[src/rtl/vc_rr_arbiter.sv]
// vc_rr_arbiter: round-robin drain of four VC FIFOs into one downstream FIFO,
// tagging each word with its VC index and throttling on downstream almost_full/full.
module vc_rr_arbiter #(
    parameter int WIDTH = 4,
    parameter int NVC   = 4
) (
    input  logic                 clk,
    input  logic                 reset,
    input  logic [NVC-1:0]       empty_in,
    input  logic [NVC*WIDTH-1:0] q_in,
    input  logic                 af_down,
    input  logic                 full_down,
    output logic [NVC-1:0]       pop_out,
    output logic [WIDTH-1:0]     data_out,
    output logic [1:0]           vc_out,
    output logic                 push_out,
    output logic [7:0]           pkt_count,
    output logic                 error,
    output logic                 idle
);
    typedef enum logic [1:0] {IDLE, ACTIVE, STALL} state_t;
    state_t state_q, state_d;
    logic [NVC-1:0] pop_q, pop_d;
    logic [1:0] last_q, gnt, cand, pop_idx;
    logic [WIDTH-1:0] data_q;
    logic [1:0] vc_q;
    logic push_q, err_q, found, any_req, grant_ok, popped;
    logic [7:0] pkt_q;
    assign any_req  = ~&empty_in;
    assign grant_ok = any_req & ~af_down & ~full_down;
    assign popped   = |pop_q;
    assign pop_idx  = {pop_q[3] | pop_q[2], pop_q[3] | pop_q[1]};
    // search starts one past the last grant so every VC gets a turn
    always_comb begin
        gnt   = last_q;
        cand  = '0;
        found = 1'b0;
        for (int k = 1; k <= 4; k++) begin
            cand = last_q + 2'(k);
            if (!found && !empty_in[cand]) begin
                gnt   = cand;
                found = 1'b1;
            end
        end
        pop_d = grant_ok ? NVC'(1) << gnt : '0;
    end
    always_ff @(posedge clk or negedge reset) begin
        if (!reset) state_q <= IDLE;
        else        state_q <= state_d;
    end
    always_comb begin
        state_d = grant_ok ? ACTIVE : (state_q != IDLE && any_req) ? STALL : IDLE;
    end
    always_comb begin
        idle = (state_q == IDLE) & ~push_q;
    end
    always_ff @(posedge clk or negedge reset) begin
        if (!reset) begin
            pop_q  <= '0;
            last_q <= 2'd3;
            data_q <= '0;
            vc_q   <= '0;
            push_q <= 1'b0;
            err_q  <= 1'b0;
            pkt_q  <= '0;
        end else begin
            pop_q  <= pop_d;
            last_q <= grant_ok ? gnt : last_q;
            // a capture against a full downstream FIFO drops the word
            push_q <= popped & ~full_down;
            err_q  <= err_q | (popped & full_down);
            pkt_q  <= pkt_q + {7'd0, push_q};
            if (popped) begin
                data_q <= q_in[pop_idx*WIDTH +: WIDTH];
                vc_q   <= pop_idx;
            end
        end
    end
    assign pop_out   = pop_q;
    assign data_out  = data_q;
    assign vc_out    = vc_q;
    assign push_out  = push_q;
    assign pkt_count = pkt_q;
    assign error     = err_q;
endmodule
[config.mk]
export PLATFORM = sky130hd
export DESIGN_NAME = vc_rr_arbiter
export DESIGN_NICKNAME = d
export VERILOG_FILES = /design/src/rtl/vc_rr_arbiter.sv
export SDC_FILE = /design/constraint.sdc
export NUM_CORES = 1
export LEC_CHECK = 0
export CAP_MARGIN = 10
export CORE_MARGIN = 2
export CORE_UTILIZATION = 42
export CTS_CLUSTER_DIAMETER = 30
export DETAILED_ROUTE_END_ITERATION = 7
export MAX_ROUTING_LAYER = met4
export PLACE_DENSITY = 0.84
export SYNTH_ARGS = -nofsm -noshare
export SYNTH_HDL_FRONTEND = slang
export SYNTH_SLANG_ARGS = --single-unit
export TNS_END_PERCENT = 50
[constraint.sdc]
create_clock -name clk -period 1.9 [get_ports clk]
set_input_delay 0.285 -clock clk [delete_from_list [all_inputs] [get_ports clk]]
set_output_delay 0.285 -clock clk [all_outputs]
set_load 0.05 [all_outputs]
==> key figures, run 1 <==
Synth
  – Area leader, netlist: dfrtp_1
  – Area share of the largest cell type after synthesis: 49.2%
  – Commonest cells post-synth: 22 x dfrtp_1, 11 x nor2_1, 5 x nand2_1, 5 x nor3_1
  – Most common cell in the netlist: dfrtp_1
  – Number of distinct library cells after synthesis: 35
  – Post-synthesis mux area share: 5.59%
  – Sequential cell area fraction in the yosys report: 53.9%
  – Dominant synthesized flop cell: dfrtp_1
  – Synth Area in Simple Gates: 18.5%
  – Synth area leaders: dfrtp_1 49%, dfstp_2 4.7%, nor2_1 3.7%, mux2i_1 3.6%, a221oi_1 3.1%
  – Complex-gate fraction of the synthesized area: 13.6%
  – #FFs+latches synth: 24
  – Synthesized area per cell: 11.2 um^2
  – Largest family of logic cells by synthesized area: simple AND/OR/NAND/NOR gates
  – Gate Count Post-Synth: 100
  – Synth Area in XOR/XNOR: 4.70%
  – Syn_nets: 126
  – Synth async-reset ratio: 100%
  – Warning count from the yosys run: 0
  – Post-synthesis adder-cell area fraction: 2.24%
  – Post-synth EDFFs: 0
  – Synthesized area: 1120 um^2

Floorplan
  – Die ar.: 3090 um^2
  – Std cell rows: 18
  – Die height: 55.6 um
  – Core ar.: 2500 um^2
  – Chip width: 55.6 um
  – Starting Density: 44.7%
  – I/O Pins: 45

Pwr
  – Pleak: 0.732 nW
  – Power, Total: 0.00216 W
  – Peak supply drop: 0.00116 V
  – PD cells: 1330 nW/um^2

Cells and area
  – # diodes: 0
  – Filler cell count: 196
  – Share of cells above drive strength 1: 11.6%
  – Final non-filler cell area: 1630 um^2
  – Nets@finish: 173
  – P&R area growth vs syn: 45.5%

Clocking
  – Clock H-tree levels: 1
  – CTS Buf Count: 3
  – CTS root buf: clkbuf_4
  – CTS Buffer Depth: 2
  – CTS sink count: 24
  – CTS tree: yes
  – Post-CTS sizing: 0
  – Worst skew pair latency: 310 ps
  – Post-CTS Setup Inserts: 0
  – CTS hold repair buffers: 0
  – Clock-pin slew of the registers on the worst-case setup and hold paths: 120 ps

Critical path
  – Crit-path cells: clkdlybuf4s50_1
  – Delay-heaviest family, CP: buffers and inverters
  – CP max FO: 4
  – WP data arrival: 1550 ps
  – CP endpoint kind: primary output
  – Slowest stage delay, CP: 830 ps
  – CP max-delay cell: clkdlybuf4s50_1
  – CP Data Required Time: 1620 ps
  – Worst Path Buf+Inv: 1
  – Crit start category: flop
  – Crit path kind: flop to primary output

STA
  – Worst Tran Pin Value: 510 ps
  – Max-slew violations: 0
  – Post-Route Skew: 2.80 ps
  – RSZ-0062 raised after global routing: no
  – Worst slew margin: 65.9%
  – Hold_ws: 307 ps
  – Period utilization: 96.8%
  – Fmax: 544 MHz
  – Fin crit period: 1840 ps
  – Endpoints failing setup: 0
  – Final setup margin: 61.0 ps
  – Post-route setup TNS: 0 ps
  – Hold Fails Final Rpt: 0

Job
  – Max-cap viol count: 0

Global routing
  – Vias in the first global route: 975
  – Initial antenna violation count: 0
  – Total track usage: 17.9%
  – Total gr overflow: 0
  – Global-route wire length before repair: 4420 um
  – Largest net degree at the start of global routing: 25

Route
  – Iter 0 DRT Violations: 28
  – Number of vias per cell: 5.51
  – DRC viols: 0
  – DRT Pass-1 Iters: 4
  – Via count: 970
  – Routed len/inst: 14.4 um
  – Total Routed Length: 2540 um
  – Routed Antenna Nets: 0

Placement
  – Port bufs: 44
  – Dpl ws: 108 ps
  – Hpwl dp: 2020 um
  – Placer Congestion: 0.863
  – Post-DP Area: 1590 um^2

Status
  – Outcome: completed

Hold path
  – Type of the most critical hold path: input port to async pin
-- metal layers --
layer | part of all wire [%] | GRT usage [%] | up-vias
li1 | - | - | 458
met1 | 41 | 21.8 | 467
met2 | 51 | 30.3 | 41
met3 | 7.1 | 3.72 | 4
met4 | 1.4 | 4.53 | 0
met5 | 0 | - | -
-- state kept, by name (all words and copies together), names as in the netlist --
name and count:
pkt_count 8, data_out 4, pop_out 4, last_q 2
state_q 2, vc_out 2, error 1, push_out 1
-- logic make-up (layout without fill, tap and decap cells) --
| family | Yosys count | in the layout |
|---|---|---|
| compound gates | 20 | 20 |
| buf+inv | 4 | 50 |
| simple gates | 38 | 38 |
| fa+ha+maj | 2 | 2 |
| mux | 6 | 6 |
| flops | 24 | 24 |
| xor+xnor | 6 | 6 |
-- power breakdown --
group	internal [W]	leakage [nW]	total [W]	switching, W
Clock	0.000117	0.0210	0.000258	0.000141
Combinational	0.000403	0.415	0.00109	0.000689
Sequential	0.000668	0.295	0.000808	0.000140
-- through the flow --
step,std cells,utilization [%]
floorplan,100,-
finish,176,65.1
global placement,172,63.5
global route,176,65.1
CTS,176,64.9
detailed placement,172,63.5
-- placed cells by master, fill, tap and decap left out, types with 2 or more instances in the layout --
| master | n |
|---|---|
| a21oi_1 | 4 |
| mux2i_1 | 4 |
| dlymetal6s2s_1 | 2 |
| o21ai_0 | 2 |
| clkdlybuf4s50_1 | 38 |
| clkbuf_4 | 3 |
| and3_1 | 3 |
| a22o_1 | 4 |
| xnor2_1 | 4 |
| ha_1 | 2 |
| dfstp_2 | 2 |
| nand3_1 | 3 |
| buf_4 | 5 |
| a221oi_1 | 4 |
| nor3_1 | 4 |
| xor2_1 | 2 |
| dfrtp_1 | 22 |
| nor2_1 | 11 |
| nand2_1 | 5 |
| nor2b_1 | 3 |
-- final cells by class --
cell class / count / area [um^2] / area share, %
inverter: 1 / 3.75 / 0.231
tap: 30 / 37.5 / 2.31
clock buffer: 4 / 36.3 / 2.23
sequential: 24 / 603 / 37.0
multi-input combinational: 72 / 504 / 31.0
timing repair buffer: 45 / 443 / 27.2
-- worst paths after layout --
kind / from / endpoint / slack (ps) / cells after the start
worst max-delay path: pkt_count[5] / pkt_count[5] / 60 / 1
worst min-delay path: reset / pkt_count[1] / 310 / 2
worst max register to register: pop_out[1] / data_out[1] / 290 / 4
worst min register to register: error / error / 470 / 1
max in group asynchronous: reset / last_q[0] / 1310 / 2
min in group clk: error / error / 470 / 1
Note: power is estimated with default switching activity, not from simulation.
==> inputs of run 2 (changes only) <==
--- a/config.mk
+++ b/config.mk
@@ -5,6 +5,7 @@
 export SDC_FILE = /design/constraint.sdc
 export NUM_CORES = 1
 export LEC_CHECK = 0
+export ABC_CLOCK_PERIOD_IN_PS = 1900
 export CAP_MARGIN = 10
 export CORE_MARGIN = 2
 export CORE_UTILIZATION = 42
@@ -12,6 +13,7 @@
 export DETAILED_ROUTE_END_ITERATION = 7
 export MAX_ROUTING_LAYER = met4
 export PLACE_DENSITY = 0.84
+export SLEW_MARGIN = 5
 export SYNTH_ARGS = -nofsm -noshare
 export SYNTH_HDL_FRONTEND = slang
 export SYNTH_SLANG_ARGS = --single-unit
==> results of run 2 <==
Final layout, timing and power as in run 1 (identical DEF).
==> inputs of run 3 (changes only) <==
--- a/config.mk
+++ b/config.mk
@@ -11,8 +11,10 @@
 export CORE_UTILIZATION = 42
 export CTS_CLUSTER_DIAMETER = 30
 export DETAILED_ROUTE_END_ITERATION = 7
+export GPL_TIMING_DRIVEN = 0
 export MAX_ROUTING_LAYER = met4
 export PLACE_DENSITY = 0.84
+export RECOVER_POWER = 25
 export SLEW_MARGIN = 5
 export SYNTH_ARGS = -nofsm -noshare
 export SYNTH_HDL_FRONTEND = slang
==> run 3 against run 2 <==
First-iteration DRC count grew 25%. Sequential share of layout area down 0.89 points. Register-to-register slack better by 100 ps. Sequential power shrank 3.0%. Clock-buffer cell count is 1 lower. Global-route usage rose by 0.42 points. Via count decreased by 1.5%. Final cell count up 1.1%. Combinational power is essentially flat. Non-clock buffer count up 2. Largest cell class unchanged. Largest power group unchanged. Highest routed layer unchanged.
==> key figures, run 3 (same netlist as run 1, synthesis figures left out) <==
Cells and area
  – Final Non-Filler Cells: 178
  – Share of cells above drive strength 1: 8.78%
  – P&R area growth vs syn: 49.1%
  – Largest register FFs: 8
  – Final non-filler cell area: 1670 um^2
  – Nets@finish: 175
  – Most frequent cells in the layout: 35 x clkdlybuf4s50_1, 22 x dfrtp_1, 11 x nor2_1
  – Commonest non-fill, non-tap cell in the layout: clkdlybuf4s50_1
  – # diodes: 0

Floorplan
  – Die height: 55.6 um
  – Chip width: 55.6 um
  – I/O Pins: 45
  – Std cell rows: 18
  – Starting Density: 44.7%
  – Die ar.: 3090 um^2
  – Core ar.: 2500 um^2

Clocking
  – CTS Buf Count: 3
  – Post-CTS Setup Inserts: 0
  – CTS root buf: clkbuf_4
  – Clock H-tree levels: 1
  – Worst skew pair latency: 310 ps
  – CTS tree: yes
  – CTS Buffer Depth: 2
  – CTS sink count: 24
  – Clock-pin slew of the registers on the worst-case setup and hold paths: 120 ps

Critical path
  – Worst Reg-to-Reg Cells: 5
  – Slowest stage delay, CP: 820 ps
  – Delay-heaviest family, CP: buffers and inverters
  – R2R setup slack: 390 ps
  – Crit start category: flop
  – Cell count along the critical path: 1
  – Crit path kind: flop to primary output
  – Worst R2R End: data_out[1]
  – Worst Setup SP: pkt_count[1]
  – CP endpoint kind: primary output
  – Crit-path cells: clkdlybuf4s50_1
  – CP max-delay cell: clkdlybuf4s50_1
  – WP data arrival: 1530 ps
  – Worst Path Buf+Inv: 1
  – Origin of the critical flop-to-flop path: pop_out[1]
  – CP max FO: 4
  – Worst Setup EP: pkt_count[1]
  – CP Data Required Time: 1620 ps

STA
  – Worst Tran Pin Value: 1020 ps
  – Max-slew violations: 0
  – RSZ-0062 raised after global routing: no
  – Period utilization: 95.5%
  – Fin crit period: 1820 ps
  – Post-Route Skew: 5.87 ps
  – Fmax: 551 MHz
  – Post-route setup TNS: 0 ps
  – Worst slew margin: 31.8%
  – Endpoints failing setup: 0
  – Hold Fails Final Rpt: 0

Job
  – Max-cap viol count: 0

Route
  – DRC viols: 0
  – Via count: 955
  – Number of vias per cell: 5.37
  – Total Routed Length: 2530 um
  – Routed Antenna Nets: 0
  – Iter 0 DRT Violations: 35
  – Routed len/inst: 14.2 um
  – DRT Pass-1 Iters: 4

Pwr
  – PD cells: 1360 nW/um^2
  – Peak supply drop: 0.00111 V
  – Pleak: 0.808 nW

Placement
  – Port bufs: 44
  – Post-DP Area: 1600 um^2
  – Hpwl dp: 1930 um
  – Placer Congestion: 0.886
  – # placed instances: 174

Hold path
  – Worst hold start: error
  – Type of the most critical hold path: flop to flop

Status
  – Outcome: completed

Global routing
  – Initial antenna violation count: 0
  – Vias in the first global route: 956
  – Largest net degree at the start of global routing: 25
  – Total track usage: 18.3%
  – Total gr overflow: 0
  – Global-route wire length before repair: 4390 um
[run 3: cell types whose count changed in the layout (fill, tap and decap cells not counted), sizes merged]
cell / delta
clkdlybuf4s50: -3
clkbuf: +1
bufinv: +1
dlygate4sd2: +1
buf: -4
dlygate4sd3: +2
dlymetal6s2s: +4
[run 3: report_power, final]
group | internal (W) | switching [W] | leakage (nW)
Sequential | 0.000668 | 0.000116 | 0.295
Combinational | 0.000402 | 0.000712 | 0.484
Clock | 0.000213 | 0.000151 | 0.0279
Total | 0.00128 | 0.000979 | 0.808
[run 3: how the worst min path moves through the flow]
stage	slack, ps	cells after the start	endpoint
finish	480	1	error
global route	510	1	error
CTS	480	1	error
detailed placement	450	1	error
global placement	440	1	error
floorplan	-10	0	data_out[0]
[run 3: final cells by class]
type,instances,area [um^2]
Multi-Input combinational cell,72,504
Tap cell,30,37.5
Inverter,1,3.75
Fill cell,182,832
Clock inverter,1,30.0
Clock buffer,3,22.5
Sequential cell,24,603
Buffer,3,12.5
Timing Repair Buffer,44,454
[run 3: layer usage]
metal	GRT usage (%)	up-vias	part of all wire (%)
li1	-	466	-
met1	22.7	449	44
met2	29.3	38	48
met3	6.28	2	7.8
met4	3.48	0	0.36
met5	-	-	0
[run 3: metrics by stage]
| stage | hold slack [ps] | worst slack (ps) | util, % | power (W) |
|---|---|---|---|---|
| final | 475 | 84.9 | 66.7 | 0.00226 |
| after detailed placement | 452 | 125 | 64.1 | 0.00192 |
| after floorplan | -10.6 | 228 | - | 0.00152 |
| after global routing | 507 | 14.3 | 66.7 | 0.00240 |
| after CTS | 481 | 15.8 | 66.1 | 0.00229 |
| after global placement | 440 | 141 | 64.1 | 0.00189 |
[run 3: repair_timing]
item                       CTS  global route
setup endpoints to repair    1             6
resized for setup            1             6
pin swaps                    0             0
hold buffers                 0             0
[run 3: worst register-to-register path, stage by stage, from the launching register on]
cell and delay, ps:
dfrtp_1 370, buf_2 260, nor2_2 120, a22o_1 220, a221oi_1 320, a21oi_1 120
